$ cat src/rtl/logic_cond_pipe.sv
// Multi-lane conditional selector (gate / sample-and-hold) with saturating hit
// counters and a 2-entry output buffer under valid/ready flow control.
module logic_cond_pipe #(
  parameter int unsigned WIDTH        = 8,
  parameter int unsigned CHANNELS     = 4,
  parameter bit          DEFAULT_MODE = 1'b0,
  parameter int unsigned CNT_W        = 8
) (
  input  logic                      clk,
  input  logic                      rst_n,
  input  logic                      in_valid,
  output logic                      in_ready,
  input  logic [CHANNELS*WIDTH-1:0] in_data,
  input  logic [CHANNELS-1:0]       in_cond,
  input  logic                      cfg_we,
  input  logic [CHANNELS-1:0]       cfg_mode,
  input  logic                      cnt_clr,
  output logic                      out_valid,
  input  logic                      out_ready,
  output logic [CHANNELS*WIDTH-1:0] out_data,
  output logic [CHANNELS*CNT_W-1:0] hit_cnt
);

  localparam int unsigned DW = CHANNELS * WIDTH;
  localparam int unsigned CW = CHANNELS * CNT_W;

  logic [CHANNELS-1:0] mode_q;
  logic [DW-1:0]       hold_q;
  logic [CW-1:0]       cnt_q;
  logic [CW-1:0]       cnt_nxt;
  logic [DW-1:0]       head_q;
  logic [DW-1:0]       tail_q;
  logic [1:0]          count_q;
  logic [1:0]          count_nxt;
  logic                out_valid_q;
  logic                in_ready_q;
  logic [DW-1:0]       word_c;
  logic                accept;
  logic                pop;

  assign accept = in_valid & in_ready_q;
  assign pop    = out_valid_q & out_ready;

  // Lane select: ?: keeps X-merge semantics on an unknown condition bit.
  always_comb begin
    word_c = '0;
    for (int i = 0; i < int'(CHANNELS); i++) begin
      word_c[i*WIDTH +: WIDTH] = in_cond[i] ? in_data[i*WIDTH +: WIDTH]
                               : (mode_q[i] ? hold_q[i*WIDTH +: WIDTH] : {WIDTH{1'b0}});
    end
  end

  // Saturating counters; only a definite 1 counts, clear dominates.
  always_comb begin
    cnt_nxt = cnt_q;
    for (int i = 0; i < int'(CHANNELS); i++) begin
      if (cnt_clr) begin
        cnt_nxt[i*CNT_W +: CNT_W] = '0;
      end else if (accept && (in_cond[i] == 1'b1) &&
                   (cnt_q[i*CNT_W +: CNT_W] != {CNT_W{1'b1}})) begin
        cnt_nxt[i*CNT_W +: CNT_W] = cnt_q[i*CNT_W +: CNT_W] + CNT_W'(1);
      end
    end
  end

  always_comb begin
    count_nxt = count_q;
    if (accept && !pop) begin
      count_nxt = count_q + 2'd1;
    end else if (!accept && pop) begin
      count_nxt = count_q - 2'd1;
    end
  end

  always_ff @(posedge clk or negedge rst_n) begin
    if (!rst_n) begin
      mode_q <= {CHANNELS{DEFAULT_MODE}};
      hold_q <= '0;
      cnt_q  <= '0;
    end else begin
      cnt_q <= cnt_nxt;
      if (cfg_we) begin
        mode_q <= cfg_mode;
      end
      if (accept) begin
        hold_q <= word_c;
      end
    end
  end

  // Two-register buffer: head drives out_data directly, tail is the second slot.
  always_ff @(posedge clk or negedge rst_n) begin
    if (!rst_n) begin
      head_q      <= '0;
      tail_q      <= '0;
      count_q     <= 2'd0;
      out_valid_q <= 1'b0;
      in_ready_q  <= 1'b1;
    end else begin
      if (pop && (count_q == 2'd2)) begin
        head_q <= tail_q;
      end
      if (accept) begin
        if ((count_q == 2'd0) || ((count_q == 2'd1) && pop)) begin
          head_q <= word_c;
        end else begin
          tail_q <= word_c;
        end
      end
      count_q     <= count_nxt;
      out_valid_q <= (count_nxt != 2'd0);
      in_ready_q  <= (count_nxt != 2'd2);
    end
  end

  assign in_ready  = in_ready_q;
  assign out_valid = out_valid_q;
  assign out_data  = head_q;
  assign hit_cnt   = cnt_q;

endmodule

$ cat config.mk
export PLATFORM = sky130hd
export DESIGN_NAME = logic_cond_pipe
export DESIGN_NICKNAME = d
export VERILOG_FILES = /design/src/rtl/logic_cond_pipe.sv
export SDC_FILE = /design/constraint.sdc
export NUM_CORES = 1
export LEC_CHECK = 0
export CORE_ASPECT_RATIO = 1.4
export CORE_UTILIZATION = 52
export DETAILED_ROUTE_END_ITERATION = 6
export MAX_ROUTING_LAYER = met4
export PLACE_DENSITY = 0.79
export SLEW_MARGIN = 20
export SYNTH_ARGS = -nofsm -noshare
export SYNTH_HDL_FRONTEND = slang
export SYNTH_SLANG_ARGS = --single-unit
export TNS_END_PERCENT = 50
$ cat constraint.sdc
create_clock -name clk -period 1.75 [get_ports clk]
set_input_delay 0.35 -clock clk [delete_from_list [all_inputs] [get_ports clk]]
set_output_delay 0.35 -clock clk [all_outputs]
set_load 0.02 [all_outputs]
==> metrics.txt, run 1 <==
Mean Syn Cell Area 10.2 sq um; dominant synthesized flop cell dfrtp_1; # diodes 0; sw frac 0.332; detailed placement HPWL 10.1 mm; Post-Synth XOR/XNOR Area 0.0245; post-DR vias/cell 5.66; synthesized instance count 594; post-synthesis register bit count 136; Logic pwr share 0.325; Switch Pwr 4.24 mW; power per cell area 1570 nW/um^2; setup TNS 0 ns; part of the power in registers 0.370; Final Max Tran Viols 0; CP endpoint kind output pin; Post-Syn Area 6090 sq um; CTS tree yes; Num CTS Buffers 17; Slew HR 0.606; vias 4927; Die X 93.4 microns; slowest CP cell clkdlybuf4s50_1; clock slew at reported path FFs 0.06 ns; most frequent cells after synthesis 135 x dfrtp_1, 77 x nand2_1, 60 x nor2_1, 55 x o21ai_0, 45 x a21oi_1; initial antenna violation count 0; Post-Layout Inst Area 8150 sq um; Buf/Inv on CP 1; H-Tree Depth 4; Layout area overhead 33.9%; Worst path max stage delay 0.62 ns; first-pass GRT wire length 24.4 mm; Core Box Area 11300 sq um; GPL Wtd Cong 0.826; # nets final 768; Worst EP arrival 1.39 ns; synth top area cells dfrtp_1 55%, mux2_2 5.9%, nand2_1 4.7%; worst hold path type in -> async; Clock Power Share 0.305; largest delay contributor family on the critical path buffers and inverters; share of cells above drive strength 1 0.133; final setup vio count 0; grt total ovfl 0; I/O pin count 112; largest family of logic cells by synthesized area compound AO/OA/AOI/OAI gates; post-synthesis sequential area ratio 0.559; Pre-Repair DR Iteration Count 6; Mapped Nets 647; most common cell in the netlist dfrtp_1; highest clock rate 0.575 GHz; Max-cap violations 0; clk buf depth 2; final worst path period share 0.993; Total GRT Usage 0.271; Yosys top cell by area dfrtp_1; Clock Latency Late Sink 0.42 ns; Int Pwr 8.55 mW; clk root buf clkbuf_16; Leak 3.90 nW; total wire length 15.2 mm; Synth Warn # 0; largest net degree at the start of global routing 64; Hold Violations, Final 0; worst path required time 1.40 ns; simple-gate area share of the yosys netlist 0.137; async set-reset flop share out of synthesis 1.00; antenna-violating nets left 0; Avg WL per Cell 17.5 microns; chip height 130 microns; Worst Skew 0.00664 ns; Starting Density 0.537; Compound-Gate Fraction of Synth Area 0.155; Adder-Cell Fraction of Synth Area 0.0144; die area 12100 sq um; Tot Pwr 12.8 mW; multiplexer area fraction after synthesis 0.0816; Distinct cells, synth 39; Sink Count 136; postcts setup bufs 0; via count of the first global-routing pass 5003; 1st-iter DRT viols 211; number of flops mapped to enable cells by yosys 0; outcome finished clean; top cell type's share of synthesized area 0.555; Worst Path Max Fanout 2; Tmin final 1.74 ns; CP Cell Sequence clkdlybuf4s50_1; CP Launch Type flop; DRC 0; dpl cell area 7510 sq um; worst vdd ir 0.000889 V; worst-margin pin slew 0.589 ns; PortBufs 111; site row count 46; kind of critical path reg -> out
## timing repair
action                     4_1_cts  5_1_grt
hold buffers                     1        0
hold endpoints to repair        24        0
setup endpoints to repair       43       18
resized for setup               43       18
## sequential cells by signal, indices dropped and copies added (netlist names)
name / flops
out_data: 32
count_q: 2
out_valid: 1
hold_q: 32
tail_q: 32
in_ready: 1
hit_cnt: 32
mode_q: 4
## placed cells by master (no fill, tap or decap), drive strengths merged, types with 15 or more instances in the layout
master / n
a22oi: 28
a21oi: 45
dlygate4sd2: 42
dlymetal6s2s: 17
xor2: 15
dfrtp: 135
buf: 26
clkdlybuf4s50: 50
nand2: 78
nor2: 61
clkbuf: 18
o21ai: 71
mux2: 37
## power groups by stage
stage | logic [mW] | clock network (mW) | registers, mW
after floorplan | 2.09 | 0 | 5.14
final | 4.15 | 3.90 | 4.74
after global placement | 4.10 | 0 | 4.72
after detailed placement | 4.26 | 0 | 4.78
after global routing | 4.58 | 4.09 | 4.84
after CTS | 4.23 | 3.95 | 4.74
## final timing paths
check	start	endpoint	slack, ns	cells after the start
worst max register to register	count_q[0]	out_data[25]	0.10	7
worst min-delay path	rst_n	tail_q[27]	0.36	2
worst max-delay path	out_data[3]	out_data[3]	0.01	1
min in group clk	tail_q[3]	tail_q[3]	0.48	2
worst min register to register	tail_q[3]	tail_q[3]	0.48	2
max in group asynchronous	rst_n	in_ready	0.71	3
## cells by family (layout without fill, tap and decap cells)
logic type	count (synthesis)	after routing
buffers and inverters	40	173
flip-flops	136	136
XOR/XNOR	17	17
multiplexers	45	45
adder cells (fa/ha/maj)	7	7
AO/OA/AOI/OAI	161	161
AND/OR/NAND/NOR	188	188
## metal layers
layer | GRT usage | vias up | routed length (microns)
met4 | 0.108 | 0 | 312
met3 | 0.0606 | 30 | 690
met1 | 0.301 | 2418 | 6030
met2 | 0.473 | 151 | 8170
li1 | - | 2328 | -
met5 | - | - | 0
## layout make-up
type | count | area (sq um)
clock buffer | 18 | 439
clock inverter | 13 | 201
fill | 833 | 3190
inverter | 5 | 18.8
multi-input combinational | 418 | 2520
sequential | 136 | 3400
tap | 144 | 180
timing repair buffer | 137 | 1390
## stage by stage
stage	instances	hold WS (ns)	util	setup slack, ns
2_1_floorplan	594	0.0544	-	0.206
3_3_place_gp	839	0.226	0.662	-0.169
3_5_place_dp	839	0.236	0.662	-0.208
4_1_cts	871	0.362	0.715	0.000268
5_1_grt	871	0.369	0.719	-0.0274
6_report	871	0.361	0.719	0.0115
(Power assumes the default switching activity.)
==> run 2, diff against run 1 <==
- GPL_ROUTABILITY_DRIVEN: default -> 0
- PLACE_DENSITY: 0.79 -> 0.81
- clock period: 1.75 -> 1.8 ns (I/O delays scaled with it)
==> metrics.txt, run 2 (synthesized netlist as in run 1, its figures left out) <==
worst hold path type in -> async; Post-Place Setup Slack -0.205 ns (+0.00338 ns); initial antenna violation count 0 (unchanged); die area 12100 sq um (unchanged); Layout area overhead 33.0%; largest net degree at the start of global routing 42 (-34%); clk root buf clkbuf_16; highest clock rate 0.566 GHz; Starting Density 0.537 (unchanged); Final Max Tran Viols 0 (unchanged); Hold Violations, Final 0 (unchanged); Tmin final 1.77 ns; slowest CP cell clkdlybuf4s50_1; clk buf depth 2 (unchanged); Worst path max stage delay 0.62 ns (about the same); setup ws final 0.0323 ns (+0.0208 ns); worst-margin pin slew 0.615 ns (+0.0263 ns); worst vdd ir 0.00104 V (+17%); vias 5009 (+1.7%); met3 Track Usage GR 0.0624 (+0.00175); largest delay contributor family on the critical path buffers and inverters; 1st-iter DRT viols 298 (+41%); Avg WL per Cell 17.0 microns (-2.5%); detailed placement HPWL 9.86 mm (-2.2%); CTS tree yes; Worst EP arrival 1.41 ns (+0.02 ns); CP Cell Sequence clkdlybuf4s50_1; DRC 0 (unchanged); RSZ-0062 raised after global routing false; met1 usage 0.306 (+0.00531); Total GRT Usage 0.269 (-0.00192); fill count 821 (-1.4%); # nets final 772 (+0.52%); Clock Latency Late Sink 0.42 ns (about the same); Seq. cell area 3400 sq um (unchanged); Sink Count 136 (unchanged); GR peak layer met2; CP endpoint kind output pin; Buf/Inv on CP 1 (unchanged); chip height 130 microns (unchanged); Max-cap violations 0 (unchanged); postcts setup bufs 0 (unchanged); via count of the first global-routing pass 5152 (+3.0%); M2 GR Usage 0.464 (-0.00908); commonest non-fill, non-tap cells in the layout 135 x dfrtp_1, 76 x nand2_1, 76 x clkdlybuf4s50_1; total wire length 14.9 mm (-2.1%); Pre-Repair DR Iteration Count 4 (-2); # diodes 0 (unchanged); footprint of the multi-input gates 2520 sq um (unchanged); kind of critical path reg -> out; PortBufs 111 (unchanged); worst path required time 1.44 ns (+0.04 ns); Worst Skew 0.0109 ns (+0.00426 ns); Placed Cells 843 (+0.48%); CP Launch Type flop; final worst path period share 0.982; post-DR vias/cell 5.72 (+1.2%); most common cell after layout, fill and taps aside dfrtp_1; Slew HR 0.589 (-0.0176); Layout Cells excl Fill 875 (+0.46%); Worst Path Max Fanout 2 (unchanged); Core Box Area 11300 sq um (unchanged); power per cell area 1500 nW/um^2 (-4.8%); Num CTS Buffers 17 (unchanged); Tot Pwr 12.1 mW (-5.4%); I/O pin count 112 (unchanged); share of cells above drive strength 1 0.137 (+0.00337); grt total ovfl 0 (unchanged); Leak 3.77 nW (-3.2%); antenna-violating nets left 0 (unchanged); clock slew at reported path FFs 0.06 ns (about the same); outcome finished clean; H-Tree Depth 4 (unchanged); final setup vio count 0 (unchanged); site row count 46 (unchanged); Die X 93.4 microns (unchanged); first-pass GRT wire length 24.5 mm (+0.25%)
-- run 2: repair_timing --
item / in CTS / in global routing
hold endpoints to repair: 35 / 0
gates resized for setup: 29 / 5
endpoints found under the setup margin: 29 / 5
hold buffers: 1 / 0
-- run 2: per-stage QoR --
step / hold slack (ns) / util / instance area [sq um] / TNS (ns)
final: 0.433 / 0.714 / 8100 / 0
after global routing: 0.442 / 0.714 / 8100 / 0
after CTS: 0.420 / 0.713 / 8080 / 0
after detailed placement: 0.304 / 0.665 / 7540 / -7.71
after global placement: 0.300 / 0.665 / 7540 / -3.56
after floorplan: 0.0644 / - / 6090 / 0
-- run 2: layer usage --
metal / wire length (microns) / vias up
met3: 760 / 24
met4: 326 / 0
met2: 7920 / 174
met5: 0 / -
li1: - / 2344
met1: 5880 / 2467
-- run 2: final timing paths --
kind,from,endpoint,slack [ns],cells past startpoint
min in group clk,tail_q[15],tail_q[15],0.48,2
max in group asynchronous,rst_n,in_ready,0.78,3
worst max-delay path,out_data[30],out_data[30],0.03,1
worst min-delay path,rst_n,tail_q[28],0.43,2
worst max register to register,count_q[0],tail_q[10],0.19,7
worst min register to register,tail_q[15],tail_q[15],0.48,2
-- run 2: worst register-to-register path, cell delays in order (launching register included) --
cell and delay, ns:
dfrtp_1 0.35, inv_1 0.09, ha_1 0.21, a31oi_2 0.25, nand2_2 0.12, buf_4 0.24
nand2_1 0.11, o21ai_0 0.10
-- run 2: where the power goes --
part / leakage [nW] / internal, mW / switching (mW)
clock: 0.275 / 2.06 / 1.30
sequential: 1.74 / 4.04 / 0.551
combinational: 1.76 / 1.92 / 2.25
total: 3.77 / 8.02 / 4.09
-- run 2: area by class of cell --
class	count	share of cell area
Clock inverter	12	0.0159
Multi-Input combinational cell	418	0.311
Tap cell	144	0.0223
Clock buffer	19	0.0547
Timing Repair Buffer	141	0.173
Sequential cell	136	0.421
Inverter	5	0.00232
==> run 3, diff against run 2 <==
- PLACE_DENSITY: 0.81 -> 0.88
==> metrics.txt, run 3 (synthesized netlist as in run 1, its figures left out) <==
outcome finished clean; most common cell after layout, fill and taps aside dfrtp_1; vias 5087 (+1.6%); Critical R2R Capture hit_cnt[14]; Clock Power Share 0.296 (+0.019); Int Pwr 8.41 mW (+4.9%); Die X 93.4 microns (unchanged); grt total ovfl 0 (unchanged); Buf/Inv on CP 1 (unchanged); clk root buf clkbuf_16; Total GRT Usage 0.277 (+0.00772); Leak 3.82 nW (+1.2%); Tmin final 1.77 ns (+0.000877 ns); Clock Latency Late Sink 0.42 ns (about the same); Worst EP arrival 1.41 ns (about the same); Final Max Tran Viols 0 (unchanged); largest delay contributor family on the critical path buffers and inverters; Pre-Repair DR Iteration Count 5 (+1); M2 GR Usage 0.455 (-0.00865); via count of the first global-routing pass 5224 (+1.4%); Core Box Area 11300 sq um (unchanged); DRC 0 (unchanged); Worst Skew 0.0108 ns (-0.000141 ns); postcts setup bufs 0 (unchanged); # nets final 769 (-0.39%); Switch Pwr 4.15 mW (+1.5%); Layout Cells excl Fill 874 (-0.11%); total wire length 15.2 mm (+2.2%); worst hold path type in -> async; cells on worst reg2reg path 4 (-3); antenna-violating nets left 0 (unchanged); Avg WL per Cell 17.4 microns (+2.3%); worst-margin pin slew 0.571 ns (-0.0443 ns); Sink Count 136 (unchanged); CTS tree yes; PortBufs 111 (unchanged); GR peak layer met2; Post-Layout Inst Area 8150 sq um (+0.66%); 1st-iter DRT viols 356 (+19%); Max-cap violations 0 (unchanged); met1 usage 0.318 (+0.0121); highest clock rate 0.565 GHz (about the same); flop2flop setup slack 0.13 ns (-0.06 ns); worst path required time 1.44 ns (about the same); worst vdd ir 0.000899 V (-14%); CP Launch Type flop; I/O pin count 112 (unchanged); share of cells above drive strength 1 0.134 (-0.00237); first-pass GRT wire length 25.0 mm (+2.4%); reg2reg start in_ready; part of the power in registers 0.367 (-0.012); detailed placement HPWL 10.1 mm (+2.6%); Starting Density 0.537 (unchanged); chip height 130 microns (unchanged); Worst path max stage delay 0.64 ns (+0.02 ns); Final Util 0.719 (+0.00475); kind of critical path reg -> out; clock slew at reported path FFs 0.06 ns (about the same); Slew HR 0.618 (+0.0296); final setup vio count 0 (unchanged); Logic pwr share 0.336 (-0.008); slowest CP cell clkdlybuf4s50_1; commonest non-fill, non-tap cells in the layout 135 x dfrtp_1, 76 x nand2_1, 72 x clkdlybuf4s50_1; final worst path period share 0.983 (about the same); Layout area overhead 33.9%; dpl cell area 7510 sq um (-0.30%); site row count 46 (unchanged); Num CTS Buffers 17 (unchanged); die area 12100 sq um (unchanged); Hold Violations, Final 0 (unchanged); Tot Pwr 12.6 mW (+3.8%); H-Tree Depth 4 (unchanged); CP endpoint kind output pin; Placed Cells 840 (-0.36%); sw frac 0.331 (-0.00748); CP Cell Sequence clkdlybuf4s50_1; fill count 761 (-7.3%); post-DR vias/cell 5.82 (+1.7%); RSZ-0062 raised after global routing false; initial antenna violation count 0 (unchanged); largest net degree at the start of global routing 54 (+29%); clk buf depth 2 (unchanged); Worst Path Max Fanout 2 (unchanged); met3 Track Usage GR 0.0542 (-0.00816); power per cell area 1540 nW/um^2 (+3.1%)
[run 3: cell types whose count changed in the layout (fill, tap and decap cells not counted)]
cell / delta
dlygate4sd2_1: +1
clkinv_4: -1
clkinv_2: -1
dlymetal6s2s_1: +3
inv_6: +1
diode_2: +1
clkdlybuf4s50_1: -4
clkbuf_8: +2
clkinvlp_4: -2
bufinv_16: +2
buf_4: -3
[run 3: layer usage]
| metal | up-vias | routed length [microns] |
|---|---|---|
| met4 | 0 | 551 |
| met3 | 39 | 659 |
| met1 | 2523 | 6050 |
| met2 | 188 | 7950 |
| li1 | 2337 | - |
| met5 | - | 0 |
[run 3: repair_timing]
action                                  4_1_cts  5_1_grt
hold buffers                                  1        0
resized for setup                            30        8
endpoints found under the setup margin       30        8
hold endpoints to repair                     36        0
gates cloned                                  0        0
[run 3: final cells by class]
| type | instances | area, sq um | share of cell area |
|---|---|---|---|
| tap | 144 | 180 | 0.0221 |
| clock inverter | 11 | 169 | 0.0207 |
| sequential | 136 | 3400 | 0.418 |
| inverter | 5 | 18.8 | 0.00230 |
| timing repair buffer | 138 | 1390 | 0.170 |
| clock buffer | 21 | 470 | 0.0577 |
| multi-input combinational | 418 | 2520 | 0.309 |
| antenna | 1 | 2.50 | 0.000307 |
[run 3: stage by stage]
stage | setup WS (ns) | setup TNS [ns] | hold WS [ns]
finish | 0.0314 | 0 | 0.397
CTS | 0.000658 | 0 | 0.416
floorplan | 0.256 | 0 | 0.0644
detailed placement | -0.230 | -8.09 | 0.293
global placement | -0.151 | -5.19 | 0.285
global route | 0.000674 | 0 | 0.429
[run 3: worst max-delay path by stage]
stage | startpoint | end | slack [ns] | cells past startpoint
6_report | out_data[31] | out_data[31] | 0.03 | 1
3_5_place_dp | in_valid | hit_cnt[14] | -0.23 | 5
2_1_floorplan | count_q[0] | out_data[11] | 0.26 | 7
3_3_place_gp | in_valid | hit_cnt[14] | -0.15 | 5
5_1_grt | out_data[31] | out_data[31] | 0.0007 | 1
4_1_cts | hit_cnt[25] | hit_cnt[25] | 0.0007 | 1
[run 3: power by group through the flow]
stage	Sequential, mW	Clock [mW]	Combinational, mW
floorplan	4.99	0	2.04
global placement	4.58	0	4.02
detailed placement	4.64	0	4.22
CTS	4.60	3.76	4.25
global route	4.71	3.91	4.63
finish	4.61	3.72	4.23
